File: src/rtl/pipeline_control_pkg.sv
// pipeline_control_pkg: shared encodings for the pipeline hazard controller
package pipeline_control_pkg;
  typedef enum logic [2:0] {
    CTL_RUN      = 3'd0,
    CTL_FLUSH    = 3'd1,
    CTL_MEM_WAIT = 3'd2,
    CTL_HALT     = 3'd3
  } ctl_state_t;
  localparam logic [1:0] DM_NONE = 2'd0;
  localparam logic [1:0] DM_LB = 2'd1;
  localparam logic [1:0] DM_LH = 2'd2;
  localparam logic [1:0] DM_LW = 2'd3;
  localparam logic [1:0] WB_HICCUP = 2'd3;
endpackage

File: src/rtl/pipeline_control_hazard_detect.sv
// hazard_detect: combinational load-use and data-memory stall detection
//   in:  id_rs1/id_rs2, id_uses_rs1/id_uses_rs2, ex_read_status, ex_dest, dmem_req, dmem_ready
//   out: load_use (ID reads the register a load in EX is producing), mem_stall (memory access not done)
module hazard_detect
  import pipeline_control_pkg::*;
(
  input  logic [4:0] id_rs1,
  input  logic [4:0] id_rs2,
  input  logic       id_uses_rs1,
  input  logic       id_uses_rs2,
  input  logic [1:0] ex_read_status,
  input  logic [4:0] ex_dest,
  input  logic       dmem_req,
  input  logic       dmem_ready,
  output logic       load_use,
  output logic       mem_stall
);
  assign load_use = ex_read_status != DM_NONE && ex_dest != 5'd0 &&
                    ((id_uses_rs1 && id_rs1 == ex_dest) || (id_uses_rs2 && id_rs2 == ex_dest));
  assign mem_stall = dmem_req && !dmem_ready;
endmodule

File: src/rtl/pipeline_control.sv
// pipeline_control: stall/flush/bubble sequencing, mispredict redirect and stall-cycle counter
//   in:  clk, reset (async, active low), ID source regs, EX load info, mispredict/new_pc,
//        dmem_req/dmem_ready, halt_request
//   out: stall_if/stall_id/stall_ex, bubble_ex, flush_id (combinational);
//        redirect_valid/redirect_pc, ctl_state, stall_count (registered); halted
module pipeline_control
  import pipeline_control_pkg::*;
#(
  parameter int FLUSH_CYCLES = 2,
  parameter int CNT_W = 16
) (
  input  logic             clk,
  input  logic             reset,
  input  logic [4:0]       id_rs1,
  input  logic [4:0]       id_rs2,
  input  logic             id_uses_rs1,
  input  logic             id_uses_rs2,
  input  logic [1:0]       ex_read_status,
  input  logic [4:0]       ex_dest,
  input  logic             mispredict,
  input  logic [31:0]      new_pc,
  input  logic             dmem_req,
  input  logic             dmem_ready,
  input  logic             halt_request,
  output logic             stall_if,
  output logic             stall_id,
  output logic             stall_ex,
  output logic             bubble_ex,
  output logic             flush_id,
  output logic             redirect_valid,
  output logic [31:0]      redirect_pc,
  output logic             halted,
  output logic [2:0]       ctl_state,
  output logic [CNT_W-1:0] stall_count
);
  localparam logic [2:0] FLUSH_INIT = 3'(FLUSH_CYCLES - 1);
  ctl_state_t state, state_nx;
  logic [2:0] cnt, cnt_nx;
  logic pending, pending_nx;
  logic [31:0] pending_pc, pending_pc_nx, redirect_pc_nx;
  logic redirect_valid_nx;
  logic load_use, mem_stall;
  logic any_stall;

  hazard_detect u_hazard (
    .id_rs1(id_rs1),
    .id_rs2(id_rs2),
    .id_uses_rs1(id_uses_rs1),
    .id_uses_rs2(id_uses_rs2),
    .ex_read_status(ex_read_status),
    .ex_dest(ex_dest),
    .dmem_req(dmem_req),
    .dmem_ready(dmem_ready),
    .load_use(load_use),
    .mem_stall(mem_stall)
  );

  always_comb begin
    state_nx = state;
    cnt_nx = cnt;
    pending_nx = pending;
    pending_pc_nx = pending_pc;
    redirect_pc_nx = redirect_pc;
    redirect_valid_nx = 1'b0;
    stall_if = 1'b0;
    stall_id = 1'b0;
    stall_ex = 1'b0;
    bubble_ex = 1'b0;
    flush_id = 1'b0;
    halted = 1'b0;
    if (!reset) begin
      bubble_ex = 1'b1;
      flush_id = 1'b1;
    end else begin
      case (state)
        CTL_RUN: begin
          if (mem_stall) begin
            {stall_if, stall_id, stall_ex} = 3'b111;
            state_nx = CTL_MEM_WAIT;
            if (mispredict) begin
              pending_nx = 1'b1;
              pending_pc_nx = new_pc;
            end
          end else if (mispredict) begin
            flush_id = 1'b1;
            bubble_ex = 1'b1;
            redirect_pc_nx = new_pc;
            redirect_valid_nx = 1'b1;
            cnt_nx = FLUSH_INIT;
            state_nx = CTL_FLUSH;
          end else if (load_use) begin
            {stall_if, stall_id, bubble_ex} = 3'b111;
          end else if (halt_request) begin
            {stall_if, bubble_ex, flush_id} = 3'b111;
            state_nx = CTL_HALT;
          end
        end
        CTL_FLUSH: begin
          flush_id = 1'b1;
          bubble_ex = 1'b1;
          stall_ex = mem_stall;
          if (mispredict) begin
            redirect_pc_nx = new_pc;
            redirect_valid_nx = 1'b1;
            cnt_nx = FLUSH_INIT;
          end else if (!mem_stall) begin
            state_nx = cnt == 3'd0 ? CTL_RUN : CTL_FLUSH;
            cnt_nx = cnt == 3'd0 ? cnt : cnt - 3'd1;
          end
        end
        CTL_MEM_WAIT: begin
          if (mem_stall) begin
            {stall_if, stall_id, stall_ex} = 3'b111;
          end else if (pending) begin
            // the instructions released this cycle are on the wrong path
            flush_id = 1'b1;
            bubble_ex = 1'b1;
            redirect_pc_nx = pending_pc;
            redirect_valid_nx = 1'b1;
            cnt_nx = FLUSH_INIT;
            pending_nx = 1'b0;
            state_nx = CTL_FLUSH;
          end else begin
            state_nx = CTL_RUN;
          end
        end
        CTL_HALT: begin
          {stall_if, stall_id, stall_ex} = 3'b111;
          halted = 1'b1;
        end
        default: state_nx = CTL_RUN;
      endcase
    end
  end

  assign any_stall = stall_if | stall_id | stall_ex;
  assign ctl_state = state;

  always_ff @(posedge clk or negedge reset) begin
    if (!reset) begin
      state <= CTL_RUN;
      cnt <= 3'd0;
      pending <= 1'b0;
      pending_pc <= 32'd0;
      redirect_pc <= 32'd0;
      redirect_valid <= 1'b0;
      stall_count <= '0;
    end else begin
      state <= state_nx;
      cnt <= cnt_nx;
      pending <= pending_nx;
      pending_pc <= pending_pc_nx;
      redirect_pc <= redirect_pc_nx;
      redirect_valid <= redirect_valid_nx;
      stall_count <= (any_stall && stall_count != '1) ? stall_count + CNT_W'(1) : stall_count;
    end
  end
endmodule

File: config.mk
export PLATFORM = sky130hd
export DESIGN_NAME = pipeline_control
export DESIGN_NICKNAME = d
export VERILOG_FILES = /design/src/rtl/pipeline_control_pkg.sv /design/src/rtl/pipeline_control_hazard_detect.sv /design/src/rtl/pipeline_control.sv
export SDC_FILE = /design/constraint.sdc
export NUM_CORES = 1
export LEC_CHECK = 0
export ABC_AREA = 1
export ABC_CLOCK_PERIOD_IN_PS = 2550
export BUFFER_PORTS_ARGS = -buffer_cell sky130_fd_sc_hd__buf_2
export CORE_MARGIN = 2
export CORE_UTILIZATION = 28
export DETAILED_ROUTE_END_ITERATION = 8
export PLACE_DENSITY = 0.5
export SKIP_CTS_REPAIR_TIMING = 1
export SLEW_MARGIN = 20
export SYNTH_ARGS = -nofsm -noshare
export SYNTH_HDL_FRONTEND = slang
export SYNTH_SLANG_ARGS = --single-unit
File: constraint.sdc
create_clock -name clk -period 2.55 [get_ports clk]
set_clock_uncertainty 0.1 [all_clocks]
set_input_delay 0.51 -clock clk [delete_from_list [all_inputs] [get_ports clk]]
set_output_delay 0.51 -clock clk [all_outputs]
set_load 0.1 [all_outputs]
* Yosys cells after proc, flatten, opt, wreduce, memory -nomap -nowiden
Cells that the tools add are included.
Cells by class: reduce and logical (&&, ||, !) cells 20, equal/unequal tests 17, add/subtract/negate cells 2, muxes and demuxes 58, bitwise gates (word level) 3
Operators by type and width (count):
- 32-bit two-way mux | 4
- 32-bit case mux with 3 select lines | 1
- 3-bit two-way mux | 14
- 1-bit two-way mux | 30
- 1-bit case mux with 3 select lines | 6
- 16-bit by 1-bit adder with 16-bit output, second input constant | 1
- 16-bit != test, second input constant | 1
- 2-bit != test, second input constant | 7
- 3-bit case mux with 4 select lines | 1
- 5-bit == test | 2
- 5-bit AND reduction | 2
- 3-bit case mux with 3 select lines | 1
- 4-bit != test, second input constant | 2
- 8-bit AND reduction | 1
- 7-bit AND reduction | 1
- 3-bit by 2-bit == test with 1-bit output, second input constant | 2
- 1-bit logical AND | 6
- 3-bit zero test | 2
- 3-bit != test, second input constant | 2
- 5-bit nonzero test | 1
- 4-bit AND reduction | 1
- 2-bit nonzero test | 2
- 3-bit by 1-bit == test with 1-bit output, second input constant | 1
- 3-bit nonzero test | 1
- 7 further kinds | 8
Word-level totals: logic and storage cells 107, bits in registers 88, output and inout port bits 58

* Longest topological paths before layout
Gate-level depths: netlist (run 1).
depth after elaboration 12, mapped depth 14, gate-level depth less buffers 13

* Modules after synthesis
Synthesis (run 1) repeated with hierarchy kept, for this count alone.
Second synthesis, totals: cell total of the unflattened synthesis 630, area total of the unflattened synthesis 4604.4 sq um
By module, submodules not included:
- pipeline_control | area each 4372.9 sq um, cells an instance 573, instances 1, sequential area each 2177.1 sq um
- hazard_detect | area each 231.5 sq um, cells an instance 57, instances 1, sequential area each 0.0 sq um

* Least setup slack after synthesis (run 1)
Ideal clock, no wire load.
kind register -> register, start register state[0], in the netlist ctl_state[0], end register stall_count[0], cell stages (with the launch flop) 9, path buffers 1, period minus slack after synthesis 3.845 ns, data required time 2.330 ns, setup time 0.120 ns, setup slack -1.295 ns, data arrival time 3.625 ns, path through dfrtp_1 -> nand2_1 -> a21oi_1 -> inv_1 -> nand3_4 -> nand2_8 -> buf_12 -> nand2_2 -> nand2_2
On the way: longest elaborated chain between the ends 6, elaborated cells between the ends (all ways) 14, classes of those cells eq/ne (3); mux (6); bitwise (2); reduce/logical (3)
RTL lines:
- start: declaration | line pipeline_control.sv:37 | ctl_state_t state, state_nx;
- start signal: assignment | line pipeline_control.sv:149 | state <= state_nx;
- 3-bit by 2-bit == test with 1-bit output / 3-bit zero test (equally long branches) | line pipeline_control.sv:75 | case (state)
- 2-bit OR reduction (no line)
- 1-bit case mux with 3 select lines * | line pipeline_control.sv:75
- 1-bit two-way mux * | line pipeline_control.sv:71 | if (!reset) begin
- named net stall_ex | line pipeline_control.sv:27 | output logic stall_ex,
- 1-bit bitwise OR * | line pipeline_control.sv:136 | assign any_stall = stall_if | stall_id | stall_ex;
- 1-bit logical AND * | line pipeline_control.sv:155 | stall_count <= (any_stall && stall_count != '1) ? stall_count + CNT_W'(1) : stall_count;
- end signal: assignment | line pipeline_control.sv:155
- end: declaration | line pipeline_control.sv:34 | output logic [CNT_W-1:0] stall_count
Mark *: on every way through the listed nets, which the timed path passes. The rest lies on a longest branch. A chain may end at the register's enable or synchronous reset.

* Worst setup path in the final report (run 1)
start register state[0], in the netlist ctl_state[0], end output bubble_ex
On the way: longest elaborated chain between the ends 3, elaborated cells between the ends (all ways) 5, classes of those cells eq/ne (2); mux (2); reduce/logical (1)
RTL lines:
- 3-bit by 2-bit == test with 1-bit output (tied with other cells) | line pipeline_control.sv:75
- 1-bit case mux with 3 select lines * | line pipeline_control.sv:75
- 1-bit two-way mux * | line pipeline_control.sv:71
- end: declaration | line pipeline_control.sv:28 | output logic bubble_ex,
Mark *: on every way between the ends. The rest lies on a longest branch, timed or not.

==> results of run 1 <==
==> worst paths after layout <==
kind,cells past startpoint,endpoint,slack (ps)
max,5,bubble_ex,150
min,2,redirect_pc[22],200
max reg2reg,9,stall_count[2],480
min reg2reg,1,pending_pc[18],400
max in group asynchronous,2,stall_count[1],1420
min in group clk,2,pending_pc[7],310
==> synth_stat cells, types with 2 or more instances <==
master    number  area share
o22ai_1        3      0.0042
nor2_1        61       0.052
xnor2_1        8       0.016
nand3_1       32       0.036
buf_4          3      0.0051
nor2_2         2      0.0028
xor2_1         7       0.014
nand2_1      132        0.11
nand2_2       18       0.025
nand3_4        2      0.0079
dfrtp_1       87        0.49
buf_6          2      0.0051
o21ai_0        5      0.0056
nor3_1         2      0.0023
o211ai_1       2      0.0034
a21oi_1        4      0.0045
clkbuf_1       8      0.0068
a31oi_1       32       0.045
inv_1         41       0.035
nand4_1        3      0.0042
buf_2          8      0.0090
ha_1           3      0.0085
mux2_2        32       0.081
==> critical path: stages, from the launching register on <==
cell	delay [ps]
dfrtp_2	450
nor2_2	220
nand2_1	120
o211ai_1	210
a311o_2	140
clkbuf_4	320
==> per-layer routing <==
metal | routed length (um) | vias to the layer above | part of all wire | global-route usage
met5 | 0 | - | 0 | 0
met4 | 146 | 0 | 0.014 | 0.0436
met3 | 773 | 18 | 0.072 | 0.0472
met2 | 5160 | 86 | 0.48 | 0.222
met1 | 4610 | 1789 | 0.43 | 0.154
li1 | - | 1866 | - | -
==> power breakdown <==
group          total, uW  internal (uW)  switching (uW)
registers           1510           1430            79.5
clock network       1260            692             567
logic                694            169             525
==> cells in the final DEF (no fill, tap or decap), types with 2 or more instances in the layout <==
cell type,count
o22ai_1,3
o21ai_0,5
nand3_4,2
nor2_4,2
buf_12,5
a31oi_1,32
xnor2_1,8
inv_6,2
clkinvlp_4,3
nor3_1,2
nor2_1,59
nand3_1,31
dfrtp_1,83
buf_2,106
clkinv_2,2
clkbuf_16,9
nor2_2,3
inv_1,39
nand2_1,130
o211ai_1,2
nand4_1,3
ha_1,3
a21oi_1,3
nand2_2,19
buf_4,9
xor2_1,7
mux2_2,32
dfrtp_2,4
==> flip-flops by register name, summed over array words and instances (netlist names) <==
signal,count
pending_pc,32
cnt,3
stall_count,16
redirect_valid,1
ctl_state,2
redirect_pc,32
pending,1
==> layout make-up <==
| class | instances | area share |
|---|---|---|
| multi-input combinational | 356 | 0.356 |
| inverter | 42 | 0.0294 |
| sequential | 87 | 0.388 |
| tap | 216 | 0.0481 |
| clock inverter | 6 | 0.00780 |
| clock buffer | 10 | 0.0425 |
| timing repair buffer | 122 | 0.127 |
==> stage by stage <==
stage	instance area, um2	hold slack [ps]	power, uW
CTS	5600	-114	3520
floorplan	4460	114	2050
global route	5620	215	3630
detailed placement	5310	257	2240
global placement	5310	259	2230
finish	5620	198	3460
==> logic make-up after synthesis <==
family | Yosys count | synth area share
adder cells (fa/ha/maj) | 3 | 0.00847
flip-flops | 87 | 0.491
multiplexers | 32 | 0.0813
other | 1 | 0.000846
AND/OR/NAND/NOR | 256 | 0.255
buffers and inverters | 64 | 0.0660
XOR/XNOR | 15 | 0.0296
AO/OA/AOI/OAI | 49 | 0.0683
==> impl_metrics.json, run 1 <==
{
  "cp-end-kind": "primary output",
  "slew_headroom": 0.474,
  "outcome": "finished, final reports clean",
  "num_rows": 46,
  "yosysSeqAreaShare": 0.491,
  "placement.io_buffers": 113,
  "viasPerCell": 4.48,
  "diodes": 0,
  "max_freq_mhz": 417,
  "track_usage": 0.131,
  "maxCapViolations": 0,
  "tns_ps": 0,
  "cts_tree": "yes",
  "wirelength_um": 10700,
  "start_util": 0.283,
  "cp_max_fo": 6,
  "hold_violations": 0,
  "detail_route.wl_per_cell_um": 12.7,
  "grt_max_degree": 66,
  "worstSkewPairLatency_ps": 340,
  "hp-class": "in -> async",
  "globalplace.congestion": 0.869,
  "areaGrowthSynthToFinish_pct": 26.7,
  "drt_first_pass_iters": 5,
  "vias": 3759,
  "cts_buffers": 9,
  "core_mm2": 0.0157,
  "ys_warn_count": 0,
  "grt_overflow_total": 0,
  "die_h_um": 130,
  "ys_ff_latch": 87,
  "synth_edf_count": 0,
  "multi_input_area_mm2": 0.00200,
  "grt_pass1_vias": 3669,
  "fillers": 1666,
  "nets": 678,
  "required_ps": 1940,
  "fin_crit_ps": 2400,
  "finalSetupViolations": 0,
  "hpwl_um": 7390,
  "syn_area_mm2": 0.00443,
  "h-tree-depth": 3,
  "cts_sinks": 87,
  "cp-start-kind": "flop",
  "die_w_um": 130,
  "peakVddDrop_mv": 0.534,
  "grt_pass1_wl_um": 17600,
  "fin_cells": 839,
  "layout-drive-gt1-share": 0.334,
  "drv_slew": 0,
  "clk_pin_slew_worst_paths_ps": 70,
  "rsz0062_at_grt": "no",
  "fin_util": 0.359,
  "timing.final.crit_share": 0.941,
  "ys_async_sr_fraction": 1.00,
  "cts_root_buffer": "clkbuf_16",
  "regToRegStartpoint": "stall_count[0]",
  "cts_buffer_depth": 2,
  "syn-num-nets": 567,
  "setup_slack_ps": 152,
  "antenna_left": 0,
  "crit_type": "reg -> out",
  "yosysUniqueCellTypes": 33,
  "synth.avg_cell_area_um2": 8.75,
  "leakagePower_uw": 0.00300,
  "pwr_density_cell_mw_per_mm2": 617,
  "worstMarginPinSlew_ps": 789,
  "seqCellArea_mm2": 0.00218,
  "die_area_mm2": 0.0169,
  "dpl.cell_count": 822,
  "antenna_found_initial": 0,
  "synthFlopType": "dfrtp_1",
  "drc": 0,
  "crit_arrival_ps": 1790,
  "io_pins": 115,
  "drtIter0Drc": 115,
  "cp-startpoint": "ctl_state[0]",
  "syn_inst": 507,
  "pre_cts_ws_ps": 141
}
(Power assumes the default switching activity.)
==> run 2, diff against run 1 <==
Settings changed: PLACE_DENSITY 0.5 to 0.49, SYNTH_HIERARCHICAL set to 1.
==> impl_metrics.json, run 2 <==
{
  "h-tree-depth": 3,
  "cts_tree": "yes",
  "nets": 798,
  "yosysUniqueCellTypes": 31,
  "placement.io_buffers": 113,
  "required_ps": 1940,
  "track_usage": 0.133,
  "io_pins": 115,
  "vias": 4143,
  "drv_slew": 0,
  "worstMarginPinSlew_ps": 765,
  "drc": 0,
  "max_freq_mhz": 405,
  "reg_top3": "pending_pc: 32 flops, redirect_pc: 32 flops, stall_count: 16 flops",
  "cts_sinks": 87,
  "die_w_um": 132,
  "cts_buffers": 9,
  "grt_pass1_wl_um": 18900,
  "outcome": "finished, final reports clean",
  "layout-drive-gt1-share": 0.227,
  "pwr-share-seq": 0.274,
  "hpwl_um": 8250,
  "synth.avg_cell_area_um2": 7.31,
  "pwr-share-comb": 0.558,
  "peakVddDrop_mv": 0.869,
  "drtIter0Drc": 146,
  "synth_top_cells_by_count": "nand2_1 (187), inv_1 (96), dfrtp_1 (87), o21ai_0 (63), nor2_1 (51)",
  "start_util": 0.288,
  "hold_violations": 0,
  "cp_max_fo": 4,
  "slew_headroom": 0.488,
  "core_mm2": 0.0160,
  "crit_type": "in -> out",
  "hp-class": "in -> async",
  "detail_route.wl_per_cell_um": 11.9,
  "ys_async_sr_fraction": 1.00,
  "num_rows": 46,
  "synth.area.top_cells": "dfrtp_1 (47%), nand2_1 (15%), inv_1 (7.8%)",
  "grt_max_degree": 66,
  "crit_arrival_ps": 1860,
  "cts_buffer_depth": 2,
  "swShare": 0.550,
  "synth_edf_count": 0,
  "globalplace.congestion": 0.885,
  "maxCapViolations": 0,
  "die_area_mm2": 0.0175,
  "synth.top_cell.area_share": 0.473,
  "syn-num-nets": 690,
  "leakagePower_uw": 0.00310,
  "ys_warn_count": 6,
  "drt_first_pass_iters": 4,
  "viasPerCell": 4.32,
  "syn_inst": 630,
  "timing.final.crit_share": 0.969,
  "cp-start-kind": "primary input",
  "power.share.clock": 0.168,
  "intPower_uw": 3660,
  "areaGrowthSynthToFinish_pct": 26.6,
  "fin_util": 0.364,
  "antenna_found_initial": 0,
  "clk_pin_slew_worst_paths_ps": 70,
  "wirelength_um": 11400,
  "antenna_left": 0,
  "final_common_cell": "nand2_1",
  "pre_cts_ws_ps": 86.5,
  "setup_slack_ps": 80.1,
  "syn_area_mm2": 0.00460,
  "grt_overflow_total": 0,
  "fin_crit_ps": 2470,
  "cts_root_buffer": "clkbuf_16",
  "pwr_density_cell_mw_per_mm2": 1400,
  "synthFlopType": "dfrtp_1",
  "diodes": 0,
  "grt_pass1_vias": 3925,
  "layout_common_cells": "nand2_1 (186), buf_2 (106), inv_1 (92)",
  "ys_ff_latch": 87,
  "yosysSeqAreaShare": 0.473,
  "finalSetupViolations": 0,
  "yosysTopAreaCell": "dfrtp_1",
  "p_sw_uw": 4480,
  "cp-end-kind": "primary output",
  "die_h_um": 132,
  "synth.most_common_cell": "nand2_1",
  "worstSkewPairLatency_ps": 350
}
[run 2: final cells by class]
type	instances	area (um2)
inverter	103	387
clock buffer	10	239
timing repair buffer	124	743
sequential	87	2180
fill	1750	10200
multi-input combinational	413	1930
clock inverter	6	72.6
tap	216	270
[run 2: kinds of logic after synthesis]
logic type	Yosys count	synth area share
XOR/XNOR	7	0.0133
flip-flops	87	0.473
buffers and inverters	130	0.118
AO/OA/AOI/OAI	115	0.127
adder cells (fa/ha/maj)	3	0.00815
other	1	0.000814
AND/OR/NAND/NOR	287	0.260
[run 2: through the flow]
| step | TNS, ps | power (uW) | cells | hold WS (ps) | instance area (um2) |
|---|---|---|---|---|---|
| floorplan | -956 | 5930 | 630 | 114 | 4650 |
| global placement | 0 | 6760 | 942 | 244 | 5500 |
| detailed placement | 0 | 6820 | 942 | 243 | 5500 |
| CTS | -51.1 | 8240 | 958 | -137 | 5810 |
| global route | -2.75 | 8670 | 959 | 199 | 5830 |
| finish | 0 | 8140 | 959 | 189 | 5830 |
[run 2: power by group through the flow]
stage	clock network (uW)	registers (uW)	logic, uW
after floorplan	0	4320	1620
after detailed placement	0	2260	4560
final	1370	2230	4540
after CTS	1430	2240	4570
after global routing	1480	2310	4880
after global placement	0	2240	4520
[run 2: worst max-delay path, stage by stage]
cell and delay [ps]:
buf_2 120, inv_2 40, nand2_1 60, nand2_1 60, nor2_1 120, nand3_1 120
a21oi_2 180, inv_1 70, a21oi_1 200, o211ai_1 130, buf_4 260
[run 2: path summary, 6_finish.rpt]
| kind | startpoint | endpoint | slack (ps) | depth (start not counted) |
|---|---|---|---|---|
| worst max-delay path | ex_dest[4] | flush_id | 80 | 11 |
| worst min-delay path | reset | stall_count[6] | 190 | 2 |
| worst max register to register | ctl_state[1] | redirect_pc[10] | 350 | 9 |
| worst min register to register | pending_pc[6] | pending_pc[6] | 390 | 2 |
| max in group asynchronous | reset | redirect_pc[13] | 1520 | 2 |
| min in group clk | new_pc[17] | pending_pc[17] | 320 | 3 |
[run 2: layer usage]
layer / GRT usage / vias up / part of all wire / routed length (um)
met4: 0.0526 / 0 / 0.021 / 240
met1: 0.165 / 1876 / 0.46 / 5240
met3: 0.0423 / 16 / 0.049 / 560
met5: 0 / - / 0 / 0
li1: - / 2164 / - / -
met2: 0.216 / 87 / 0.47 / 5330
